`src/rtl/nixie_fade_driver.sv`:
```
// nixie_fade_driver
//   Nixie-tube cathode driver. Patterns arrive over a serial shift interface
//   and are double-buffered behind a latch strobe. A global PWM brightness gate
//   is applied to the cathode outputs, and the block also generates the
//   neon-separator square wave.
//
//   Optional feature macro: NIXIE_FADE_EN
//     defined   : on latch, a timed crossfade runs from the previous pattern
//                 to the new one (PWM-slot based dither between prev and cur).
//     undefined : latch loads cur only, fade_busy is tied 0.
//
// Ports
//   clk        in   system clock, all logic rising-edge
//   rst        in   asynchronous active-high reset
//   sdata      in   serial pattern bit
//   shift_en   in   shift sdata into the shift register this cycle
//   latch      in   single-cycle strobe: shift register -> display
//   en         in   output enable (also gates the neon drive)
//   brightness in   global PWM duty, on when pwm_cnt < brightness
//   out        out  cathode drive, registered, W = NUM_TUBES*SEGS_PER_TUBE
//   neon_pwm   out  neon separator square wave, period 2*NEON_DIV cycles
//   fade_busy  out  crossfade in progress
module nixie_fade_driver #(
  parameter int NUM_TUBES     = 6,
  parameter int SEGS_PER_TUBE = 12,
  parameter int PWM_BITS      = 8,
  parameter int FADE_DIV      = 1,
  parameter int NEON_DIV      = 4096
) (
  input  logic                                 clk,
  input  logic                                 rst,
  input  logic                                 sdata,
  input  logic                                 shift_en,
  input  logic                                 latch,
  input  logic                                 en,
  input  logic [PWM_BITS-1:0]                  brightness,
  output logic [NUM_TUBES*SEGS_PER_TUBE-1:0]   out,
  output logic                                 neon_pwm,
  output logic                                 fade_busy
);

  localparam int W  = NUM_TUBES * SEGS_PER_TUBE;
  localparam int NW = (NEON_DIV > 1) ? $clog2(NEON_DIV) : 1;
  localparam logic [NW-1:0] NEON_LAST = NW'(NEON_DIV - 1);

  if (FADE_DIV < 1 || NEON_DIV < 1) begin : g_bad_param
    $error("nixie_fade_driver: FADE_DIV and NEON_DIV must be >= 1");
  end

  // ---------------------------------------------------------------------------
  // Shift register, display register, PWM counter
  // ---------------------------------------------------------------------------
  logic [W-1:0]          sr_q, sr_d;
  logic [W-1:0]          cur_q, cur_d;
  logic [W-1:0]          out_q, out_d;
  logic [W-1:0]          pat;
  logic [PWM_BITS-1:0]   pwm_cnt_q, pwm_cnt_d;
  logic                  on;

  always_comb begin
    sr_d      = sr_q;
    cur_d     = cur_q;
    pwm_cnt_d = pwm_cnt_q + 1'b1;   // free-running, wraps naturally
    // cur takes the pre-shift contents when latch and shift_en coincide
    if (latch)    cur_d = sr_q;
    if (shift_en) sr_d  = {sr_q[W-2:0], sdata};
  end

  assign on = (pwm_cnt_q < brightness);

  always_ff @(posedge clk or posedge rst) begin
    if (rst) begin
      sr_q      <= '0;
      cur_q     <= '0;
      pwm_cnt_q <= '0;
    end else begin
      sr_q      <= sr_d;
      cur_q     <= cur_d;
      pwm_cnt_q <= pwm_cnt_d;
    end
  end

`ifdef NIXIE_FADE_EN
  // ---------------------------------------------------------------------------
  // Crossfade: fade_pos counts PWM slots that already show the new pattern.
  // It advances by one every FADE_DIV PWM periods, so the new pattern takes
  // over one slot at a time; reaching 2^PWM_BITS means fully faded.
  // ---------------------------------------------------------------------------
  typedef enum logic {IDLE, FADING} state_t;

  localparam int DW = (FADE_DIV > 1) ? $clog2(FADE_DIV) : 1;
  localparam logic [DW-1:0]       DIV_LAST  = DW'(FADE_DIV - 1);
  localparam logic [PWM_BITS:0]   FADE_FULL = {1'b1, {PWM_BITS{1'b0}}};

  state_t              state_q, state_d;
  logic [W-1:0]        prev_q, prev_d;
  logic [PWM_BITS:0]   fade_pos_q, fade_pos_d;
  logic [DW-1:0]       div_cnt_q, div_cnt_d;
  logic                pwm_wrap;

  assign pwm_wrap = &pwm_cnt_q;

  always_comb begin
    state_d    = state_q;
    prev_d     = prev_q;
    fade_pos_d = fade_pos_q;
    div_cnt_d  = div_cnt_q;
    if (latch) begin
      // a latch mid-fade restarts from the new target, not from the blend
      prev_d     = cur_q;
      fade_pos_d = '0;
      div_cnt_d  = '0;
      state_d    = FADING;
    end else begin
      case (state_q)
        FADING: begin
          if (pwm_wrap) begin
            if (div_cnt_q == DIV_LAST) begin
              div_cnt_d  = '0;
              fade_pos_d = fade_pos_q + 1'b1;
              if (fade_pos_d == FADE_FULL) state_d = IDLE;
            end else begin
              div_cnt_d = div_cnt_q + 1'b1;
            end
          end
        end
        default: state_d = IDLE;
      endcase
    end
  end

  always_ff @(posedge clk or posedge rst) begin
    if (rst) begin
      state_q    <= IDLE;
      prev_q     <= '0;
      fade_pos_q <= FADE_FULL;
      div_cnt_q  <= '0;
    end else begin
      state_q    <= state_d;
      prev_q     <= prev_d;
      fade_pos_q <= fade_pos_d;
      div_cnt_q  <= div_cnt_d;
    end
  end

  assign pat       = ({1'b0, pwm_cnt_q} < fade_pos_q) ? cur_q : prev_q;
  assign fade_busy = (state_q == FADING);
`else
  assign pat       = cur_q;
  assign fade_busy = 1'b0;
`endif

  // ---------------------------------------------------------------------------
  // Output register
  // ---------------------------------------------------------------------------
  always_comb begin
    out_d = (en && on) ? pat : '0;
  end

  always_ff @(posedge clk or posedge rst) begin
    if (rst) out_q <= '0;
    else     out_q <= out_d;
  end

  assign out = out_q;

  // ---------------------------------------------------------------------------
  // Neon separator: toggles every NEON_DIV enabled cycles. Held at phase 0
  // while disabled so re-enabling always starts a fresh low half-period.
  // ---------------------------------------------------------------------------
  logic [NW-1:0] neon_cnt_q, neon_cnt_d;
  logic          neon_q, neon_d;

  always_comb begin
    neon_cnt_d = neon_cnt_q;
    neon_d     = neon_q;
    if (!en) begin
      neon_cnt_d = '0;
      neon_d     = 1'b0;
    end else if (neon_cnt_q == NEON_LAST) begin
      neon_cnt_d = '0;
      neon_d     = ~neon_q;
    end else begin
      neon_cnt_d = neon_cnt_q + 1'b1;
    end
  end

  always_ff @(posedge clk or posedge rst) begin
    if (rst) begin
      neon_cnt_q <= '0;
      neon_q     <= 1'b0;
    end else begin
      neon_cnt_q <= neon_cnt_d;
      neon_q     <= neon_d;
    end
  end

  assign neon_pwm = neon_q;

endmodule

```
`config.mk`:
```
export PLATFORM = sky130hd
export DESIGN_NAME = nixie_fade_driver
export DESIGN_NICKNAME = d
export VERILOG_FILES = /design/src/rtl/nixie_fade_driver.sv
export SDC_FILE = /design/constraint.sdc
export NUM_CORES = 1
export LEC_CHECK = 0
export BUFFER_PORTS_ARGS = -buffer_cell sky130_fd_sc_hd__buf_2
export CORE_ASPECT_RATIO = 1.5
export CORE_MARGIN = 2
export CORE_UTILIZATION = 55
export CTS_BUF_LIST = sky130_fd_sc_hd__clkbuf_2 sky130_fd_sc_hd__clkbuf_4 sky130_fd_sc_hd__clkbuf_8
export DETAILED_ROUTE_END_ITERATION = 10
export GPL_TIMING_DRIVEN = 0
export PLACE_DENSITY = 0.78
export SLEW_MARGIN = 20
export SYNTH_ARGS = -nofsm -noshare
export SYNTH_HDL_FRONTEND = slang
export SYNTH_SLANG_ARGS = --single-unit
```
`constraint.sdc`:
```
create_clock -name clk -period 5.92 [get_ports clk]
set_clock_uncertainty 0.05 [all_clocks]
set_input_delay 0 -clock clk [delete_from_list [all_inputs] [get_ports clk]]
set_output_delay 0 -clock clk [all_outputs]
set_load 0.05 [all_outputs]
```
==> metrics.cfg <==
[final_layout]
final_area_sq_um = 10600
nets = 893
multi_input_area_sq_um = 2560
stdcell_count = 1102
final_util_pct = 66.1
final-seq-area_sq_um = 5930
layout_common_cells = dfrtp_1, buf_2, inv_1, nand2_1, o21ai_0
drive_gt1_share_pct = 27.8
final_common_cell = dfrtp_1
nFillCells = 1214
area_growth_pct = 18.1
diodes = 0

[critical_path]
r2r_start = pwm_cnt_q[4]$_DFF_PP0_
required_ns = 6.22
reg2reg_slack_ns = 3.59
r2r_cells = 5
crit_path_start_kind = flop
crit_path_end_kind = flop
crit_arrival_ns = 2.63
critical_path_class = flop to flop
r2r_end = out[19]$_DFF_PP0_
crit_path_max_fanout = 10

[clock_network]
cts.path.max_buffers = 3
cts_tree = done
root_buffer = clkbuf_8
cts_buffers = 35
cts.sinks = 237
htree_levels = 2
clk_latency_ns = 0.50
clk_pin_slew_ns = 0.06
cts_resized = 0

[min_path]
min_path_cells = 2
hp-start = shift_en
hp-class = input port to flop
hold_path_end = sr_q[25]$_DFFE_PP0P_

[synthesis]
synthFlopType = dfrtp_1
synth_area_leader_cell = dfrtp_1
syn_avg_cell_area_sq_um = 12.2
ys.warnings.count = 0
post-synth-top-area-fraction_pct = 65.8
synthTopCellsByArea = dfrtp_1, mux2_2, a211oi_1
synth_edf_count = 0
ys_seq_area_share_pct = 65.8
synthArstFlopShare_pct = 100
syn-num-nets = 761
synth_area_sq_um = 9020
ys_types = 37
synth_cells = 738
ys_ff_latch = 237

[sta]
fin_setup_tns_ns = 0
fin_crit_ns = 2.33
post-route-period-util_pct = 39.4
hold_ws_ns = 0.0546
max-slew-margin-rel_pct = 49.3
setup_viol = 0
hold_viol_final = 0
final_max_slew_viol_count = 0
max_freq_mhz = 429
rsz0062_at_grt = no
max_slew.worst_pin.slew_ns = 0.760
fin_ws_ns = 3.59

[floorplan]
core_sq_um = 16100
start_util_pct = 55.9
dieArea_sq_um = 17500
boundaryPins = 88
die_h_um = 161
rows = 57
die_w_um = 109

[routing]
totalWireLength_um = 16700
drt_iter0_drc = 276
wl_met1_um = 6730
wl_per_cell_um = 15.2
top_layer = met4
dr_wl_met2_um = 8720
post_drt_via_cell_ratio = 5.27
drtAntennaViolNets = 0
num_vias = 5810
drc = 0
met3_length_um = 555
dr.pass1.iters = 4

[placed_design]
dp_slack_ns = 3.63
dpl_cell_area_sq_um = 9840
dp_hpwl_um = 11500
dpl.cell_count = 1035
io_buffers = 84
place_congestion = 0.807

[outcome]
status = finished, final reports clean

[grt]
grtUsageTotal_pct = 20.1
grt_pass1_wl_um = 28100
gr-total-overflow = 0
grt_max_degree = 37
antenna_found_initial = 0
first_global_vias = 5965

[pwr]
vdd_drop_max_mv = 0.269
power.total_mw = 3.77
p_per_area_nw_per_um2 = 354
p_leak_nw = 5.22

[flow_run]
drv_cap = 0

sequential cells by signal (all words and copies together) (netlist names):
name / count
out: 72
sr_q: 72
pwm_cnt_q: 8
neon_cnt_q: 12
cur_q: 72
neon_pwm: 1
critical path, stage by stage, from the launching register on:
cell      delay (ns)
dfrtp_1         0.44
ha_1            0.31
o2111a_1        0.18
clkbuf_1        0.58
clkbuf_1        0.46
a211oi_1        0.17
synth_stat cells (2+ instances only):
master	count
dfrtp_1	237
inv_1	86
nand2_1	78
o21ai_0	75
a211oi_1	73
mux2_2	72
clkbuf_1	27
buf_2	16
ha_1	9
a21oi_1	7
nand3_1	6
xnor2_1	6
nor2_1	5
buf_1	4
and4_1	3
nand4_1	3
o31ai_1	3
or3_1	3
or4_1	3
xor2_1	3
and3_1	2
o211ai_1	2
cells by family (layout without fill, tap and decap cells):
group,count (synthesis),count (layout),share of synthesized area [%]
adder cells (fa/ha/maj),9,9,1.25
buffers and inverters,135,293,5.88
AND/OR/NAND/NOR,108,108,5.44
other,1,1,0.0416
AO/OA/AOI/OAI,167,167,11.7
flip-flops,237,237,65.8
multiplexers,72,72,8.99
XOR/XNOR,9,9,0.874
power breakdown:
part	internal (mW)	switching, mW
clock	0.794	0.587
combinational	0.166	0.322
sequential	1.81	0.0924
total	2.77	1.00
cell type report:
cell class	count	share of cell area [%]
Timing Repair Buffer	95	5.64
Buffer	48	1.92
Inverter	87	3.10
Multi-Input combinational cell	366	24.0
Tap cell	206	2.42
Clock inverter	8	0.670
Sequential cell	237	55.7
Clock buffer	55	6.52
worst max-delay path by stage:
stage	from	end
finish	pwm_cnt_q[4]$_DFF_PP0_	out[19]$_DFF_PP0_
global route	pwm_cnt_q[4]$_DFF_PP0_	out[21]$_DFF_PP0_
CTS	pwm_cnt_q[4]$_DFF_PP0_	out[19]$_DFF_PP0_
detailed placement	pwm_cnt_q[4]$_DFF_PP0_	out[13]$_DFF_PP0_
global placement	rst	out[26]$_DFF_PP0_
floorplan	rst	cur_q[0]$_DFFE_PP0P_
routing by layer:
| metal | GRT usage (%) | vias to the layer above |
|---|---|---|
| met5 | 0 | - |
| met4 | 10.7 | 0 |
| met3 | 2.72 | 49 |
| met2 | 33.9 | 127 |
| met1 | 24.9 | 2868 |
| li1 | - | 2766 |
repair_timing:
| item | in CTS | in global routing |
|---|---|---|
| hold buffers | 4 | 0 |
| setup buffers | 0 | 0 |
| setup endpoints to repair | 0 | 0 |
| endpoints found under the hold margin | 117 | 0 |
No activity file was read; power rests on OpenSTA's default activity.
